==> config.mk <==
export PLATFORM = sky130hd
export DESIGN_NAME = scarv_mem_arbiter
export DESIGN_NICKNAME = d
export VERILOG_FILES = /design/src/rtl/scarv_mem_arbiter.sv
export SDC_FILE = /design/constraint.sdc
export NUM_CORES = 1
export LEC_CHECK = 0
export ABC_AREA = 1
export BUFFER_PORTS_ARGS = -buffer_cell sky130_fd_sc_hd__buf_2
export CORE_AREA = 8 8 118 120
export CTS_CLUSTER_DIAMETER = 150
export DETAILED_ROUTE_END_ITERATION = 12
export DIE_AREA = 0 0 126 128
export GPL_TIMING_DRIVEN = 1
export HOLD_SLACK_MARGIN = 0.02
export PLACE_DENSITY = 0.62
export SYNTH_ARGS = -nofsm -noshare
export SYNTH_HDL_FRONTEND = slang
export SYNTH_SLANG_ARGS = --single-unit
export TNS_END_PERCENT = 50
==> constraint.sdc <==
create_clock -name clk_i -period 1.8 [get_ports clk_i]
set_input_delay 0.09 -clock clk_i [delete_from_list [all_inputs] [get_ports clk_i]]
set_output_delay 0.09 -clock clk_i [all_outputs]
set_load 0.02 [all_outputs]
==> src/rtl/scarv_mem_arbiter.sv <==
// Merges the SCARV instruction and data memory ports onto one downstream port.
// Requests are granted round-robin and responses are steered back in request order via an ID FIFO.
module scarv_mem_arbiter #(
  parameter int DEPTH = 2
) (
  input  logic        clk_i,
  input  logic        rst_ni,

  input  logic        imem_req,
  input  logic        imem_wen,
  input  logic [3:0]  imem_strb,
  input  logic [31:0] imem_wdata,
  input  logic [31:0] imem_addr,
  output logic        imem_gnt,
  output logic        imem_recv,
  output logic        imem_error,
  output logic [31:0] imem_rdata,
  input  logic        imem_ack,

  input  logic        dmem_req,
  input  logic        dmem_wen,
  input  logic [3:0]  dmem_strb,
  input  logic [31:0] dmem_wdata,
  input  logic [31:0] dmem_addr,
  output logic        dmem_gnt,
  output logic        dmem_recv,
  output logic        dmem_error,
  output logic [31:0] dmem_rdata,
  input  logic        dmem_ack,

  output logic        m_req,
  output logic        m_wen,
  output logic [3:0]  m_strb,
  output logic [31:0] m_wdata,
  output logic [31:0] m_addr,
  input  logic        m_gnt,
  input  logic        m_recv,
  input  logic        m_error,
  input  logic [31:0] m_rdata,
  output logic        m_ack
);

  localparam int AW = (DEPTH > 1) ? $clog2(DEPTH) : 1;
  localparam int CW = AW + 1;

  logic [DEPTH-1:0] id_q;
  logic [AW-1:0]    wr_ptr_q;
  logic [AW-1:0]    rd_ptr_q;
  logic [CW-1:0]    count_q;
  logic             last_grant_q;
  logic             hold_valid_q;
  logic             hold_sel_q;
  logic             proto_err_q;

  logic fifo_full;
  logic fifo_empty;
  logic head_id;
  logic rr_sel;
  logic held_live;
  logic sel;
  logic push;
  logic pop;

  // A request left waiting for m_gnt keeps its selection so the downstream
  // request stays stable, unless that requester withdraws.
  always_comb begin
    fifo_full  = (count_q == CW'(DEPTH));
    fifo_empty = (count_q == '0);
    head_id    = id_q[rd_ptr_q];
    rr_sel     = (imem_req && dmem_req) ? ~last_grant_q : dmem_req;
    held_live  = hold_valid_q && (hold_sel_q ? dmem_req : imem_req);
    sel        = held_live ? hold_sel_q : rr_sel;

    m_req   = rst_ni && (imem_req || dmem_req) && !fifo_full;
    m_wen   = 1'b0;
    m_strb  = '0;
    m_wdata = '0;
    m_addr  = '0;
    if (m_req) begin
      m_wen   = sel ? dmem_wen   : imem_wen;
      m_strb  = sel ? dmem_strb  : imem_strb;
      m_wdata = sel ? dmem_wdata : imem_wdata;
      m_addr  = sel ? dmem_addr  : imem_addr;
    end

    push     = m_req && m_gnt;
    imem_gnt = push && !sel;
    dmem_gnt = push && sel;

    imem_recv  = !fifo_empty && !head_id && m_recv;
    dmem_recv  = !fifo_empty &&  head_id && m_recv;
    imem_error = !fifo_empty && !head_id && m_error;
    dmem_error = !fifo_empty &&  head_id && m_error;
    imem_rdata = (!fifo_empty && !head_id) ? m_rdata : '0;
    dmem_rdata = (!fifo_empty &&  head_id) ? m_rdata : '0;

    // A response with nothing outstanding is acknowledged so the adapter never stalls.
    if (!rst_ni)         m_ack = 1'b0;
    else if (fifo_empty) m_ack = m_recv;
    else                 m_ack = head_id ? dmem_ack : imem_ack;

    pop = m_recv && m_ack && !fifo_empty;
  end

  always_ff @(posedge clk_i or negedge rst_ni) begin
    if (!rst_ni) begin
      id_q         <= '0;
      wr_ptr_q     <= '0;
      rd_ptr_q     <= '0;
      count_q      <= '0;
      last_grant_q <= 1'b0;
      hold_valid_q <= 1'b0;
      hold_sel_q   <= 1'b0;
      proto_err_q  <= 1'b0;
    end else begin
      if (push) begin
        id_q[wr_ptr_q] <= sel;
        wr_ptr_q       <= wr_ptr_q + AW'(1);
        last_grant_q   <= sel;
      end
      if (pop) rd_ptr_q <= rd_ptr_q + AW'(1);
      case ({push, pop})
        2'b10:   count_q <= count_q + CW'(1);
        2'b01:   count_q <= count_q - CW'(1);
        default: count_q <= count_q;
      endcase
      hold_valid_q <= m_req && !m_gnt;
      hold_sel_q   <= sel;
      if (m_recv && fifo_empty) proto_err_q <= 1'b1;
    end
  end

endmodule

==> out/metrics.cfg <==
[routing]
wirelength_microns = 13450
final_antenna_net_count = 0
wire_per_inst_microns = 15.42
vias = 3630
drc = 0
drt_iter0_markers = 113
viasPerCell = 4.163
dr.pass1.iters = 4

[synthesis]
synth_cell_types = 24
yosys_warnings = 0
synth_fp_nets = 585
synth_top_area_share_pct = 39.71
ys_seq_area_share_pct = 11.29
avgSynthCellArea_sq_um = 4.924
ys_ff_latch = 9
netlist_instances = 405
yosys.area.top_type = nor2_1
ys_top_cells_by_area = nor2_1, o21ai_0, dfrtp_1
syn_area_sq_um = 1994

[worst_setup_path]
critPathRequiredTime_ns = 1.71
crit_fanout = 17
crit_type = register to primary output
crit_path_end_kind = primary output
r2r-end = count_q[1]
crit_arrival_ns = 1.66
r2r_slack_ns = 0.13
timing.rr.start = count_q[0]
r2r_cells = 9
critPathLaunchType = register

[floorplan]
fp.dieW_microns = 126
top_level_ports = 320
num_rows = 41
start_util_pct = 16.34
core_area_sq_um = 12210
die_h_microns = 128
die_area_sq_um = 16130

[cells_and_area]
num_antenna_cells = 0
final_area_sq_um = 4021
register_area_sq_um = 225.2
nets = 903
fin_cells = 872
multi_input_area_sq_um = 1378
layout-drive-gt1-share_pct = 48.89
final_common_cell = buf_2
fill_cells = 1391
area_delta_synth_final_pct = 101.6
utilization_pct = 32.94
final_cell_mix = buf_2, nor2_1, o21ai_0

[global_route]
top_usage_layer = met2
grt_pass1_wl_microns = 17590
antenna_found_initial = 1
grt_max_degree = 71
use_met3_pct = 6.198
met2_usage_pct = 24.25
grt_usage_pct = 13.26
grt_pass1_vias = 3505
gr-total-overflow = 0
use_met1_pct = 13.31

[sta]
rsz0062_at_grt = yes
slew_violations = 0
setup_viol = 0
fin_crit_ns = 1.747
maxSlewHeadroom_pct = 82.65
finalClockSkew_ns = 0.001392
finalHoldViolCount = 0
worstMarginPinSlew_ns = 0.2579
max_freq_mhz = 572.3
finalCritPeriodShare_pct = 97.07

[cts]
htree_levels = 1
worstSkewPairLatency_ns = 0.24
clkTransAtPathRegs_ns = 0.04
root_buffer = clkbuf_16
clock_sinks = 9
cts_made_buffers = 3
cts.path.max_buffers = 2
tritoncts = yes

[pwr]
irDropWorstVdd_mv = 0.4869
power_density_nw_per_um2 = 1305
p_leak_uw = 0.002600

[job]
maxCapViolations = 0

[status]
status = completed

[placed_design]
dp_cells = 860
portBuffers = 319
place_area_sq_um = 3724
dp_hpwl_microns = 10440
place_congestion = 0.8541

[worst_hold_path]
min_path_type = primary input to register
hold_depth = 2
hold_end = hold_valid_q
hp-start = m_gnt

==> synthesized netlist by cell type <==
cell type / number
a21boi_0: 1
a21oi_1: 2
buf_2: 1
buf_4: 1
buf_6: 7
clkbuf_1: 5
clkbuf_2: 7
clkbuf_8: 6
dfrtp_1: 9
ha_1: 1
inv_1: 47
inv_2: 1
nand2_1: 16
nand2_2: 4
nand3_1: 6
nand4_1: 2
nor2_1: 211
nor2_4: 1
nor3_1: 1
o21ai_0: 60
o21ai_1: 12
o21ai_2: 1
xnor2_1: 1
xor2_1: 2
==> worst max path at each step <==
stage / from / end / slack [ns] / cells past startpoint
3_5_place_dp: rd_ptr_q / count_q[1] / 0.07 / 10
5_1_grt: count_q[1] / m_wdata[22] / -0.03 / 8
4_1_cts: count_q[1] / m_addr[29] / 0.04 / 7
6_report: count_q[0] / m_wdata[22] / 0.05 / 8
3_3_place_gp: rd_ptr_q / count_q[1] / 0.09 / 10
2_1_floorplan: count_q[0] / count_q[1] / 0.15 / 8
==> cells by family after synthesis <==
kind of cell / Yosys count / synth area share [%]
AOI/OAI and AO/OA: 76 / 19.39
xor gates and xnor gates: 3 / 1.318
adders and majority gates: 1 / 0.6273
buffers and inverters: 75 / 20.45
DFF: 9 / 11.29
and+or+nand+nor: 241 / 46.93
==> flip-flops by register name, summed over array words and instances, names as in the netlist <==
signal        flops
hold_valid_q      1
last_grant_q      1
hold_sel_q        1
wr_ptr_q          1
count_q           2
id_q              2
rd_ptr_q          1
==> layout make-up <==
cell class	count	area share [%]
flip-flops and latches	9	5.600
well taps	150	4.667
multi-input cells	321	34.26
inverters	48	4.543
repair buffers	340	48.97
clock buffers	4	1.960
==> where the power goes <==
part | leakage (uW) | switching (uW) | total [uW] | internal (uW)
logic | 0.00245 | 2930 | 4510 | 1580
registers | 0.000110 | 54.5 | 345 | 290
clock network | 0.0000382 | 101 | 397 | 296
total | 0.00260 | 3080 | 5250 | 2160
==> what timing repair did <==
action,4_1_cts,5_1_grt
hold buffers,1,0
endpoints found under the setup margin,0,44
setup buffers,0,1
endpoints found under the hold margin,9,0
gates resized for setup,0,20
==> per-layer routing <==
| metal | up-vias | routed length, microns |
|---|---|---|
| met3 | 15 | 1633 |
| met1 | 1518 | 4984 |
| met2 | 232 | 6646 |
| met4 | 2 | 170 |
| met5 | - | 13 |
| li1 | 1863 | - |
==> critical path, cell delays in order, from the launching register on <==
cell	delay, ns
dfrtp_1	0.36
buf_6	0.13
o21ai_4	0.06
nor2_4	0.12
buf_12	0.15
buf_6	0.19
o21ai_0	0.11
nor2_1	0.10
buf_2	0.18
==> metrics by stage <==
stage	hold WS [ns]	power (uW)	worst slack (ns)	setup TNS, ns
2_1_floorplan	-0.2056	3155	0.1530	0
3_3_place_gp	-0.07201	4560	0.08806	0
3_5_place_dp	-0.07281	4547	0.07236	0
4_1_cts	0.04550	4965	0.03771	0
5_1_grt	0.04662	5664	-0.02851	-0.1558
6_report	0.04341	5249	0.05275	0
Note: power is estimated with default switching activity, not from simulation.
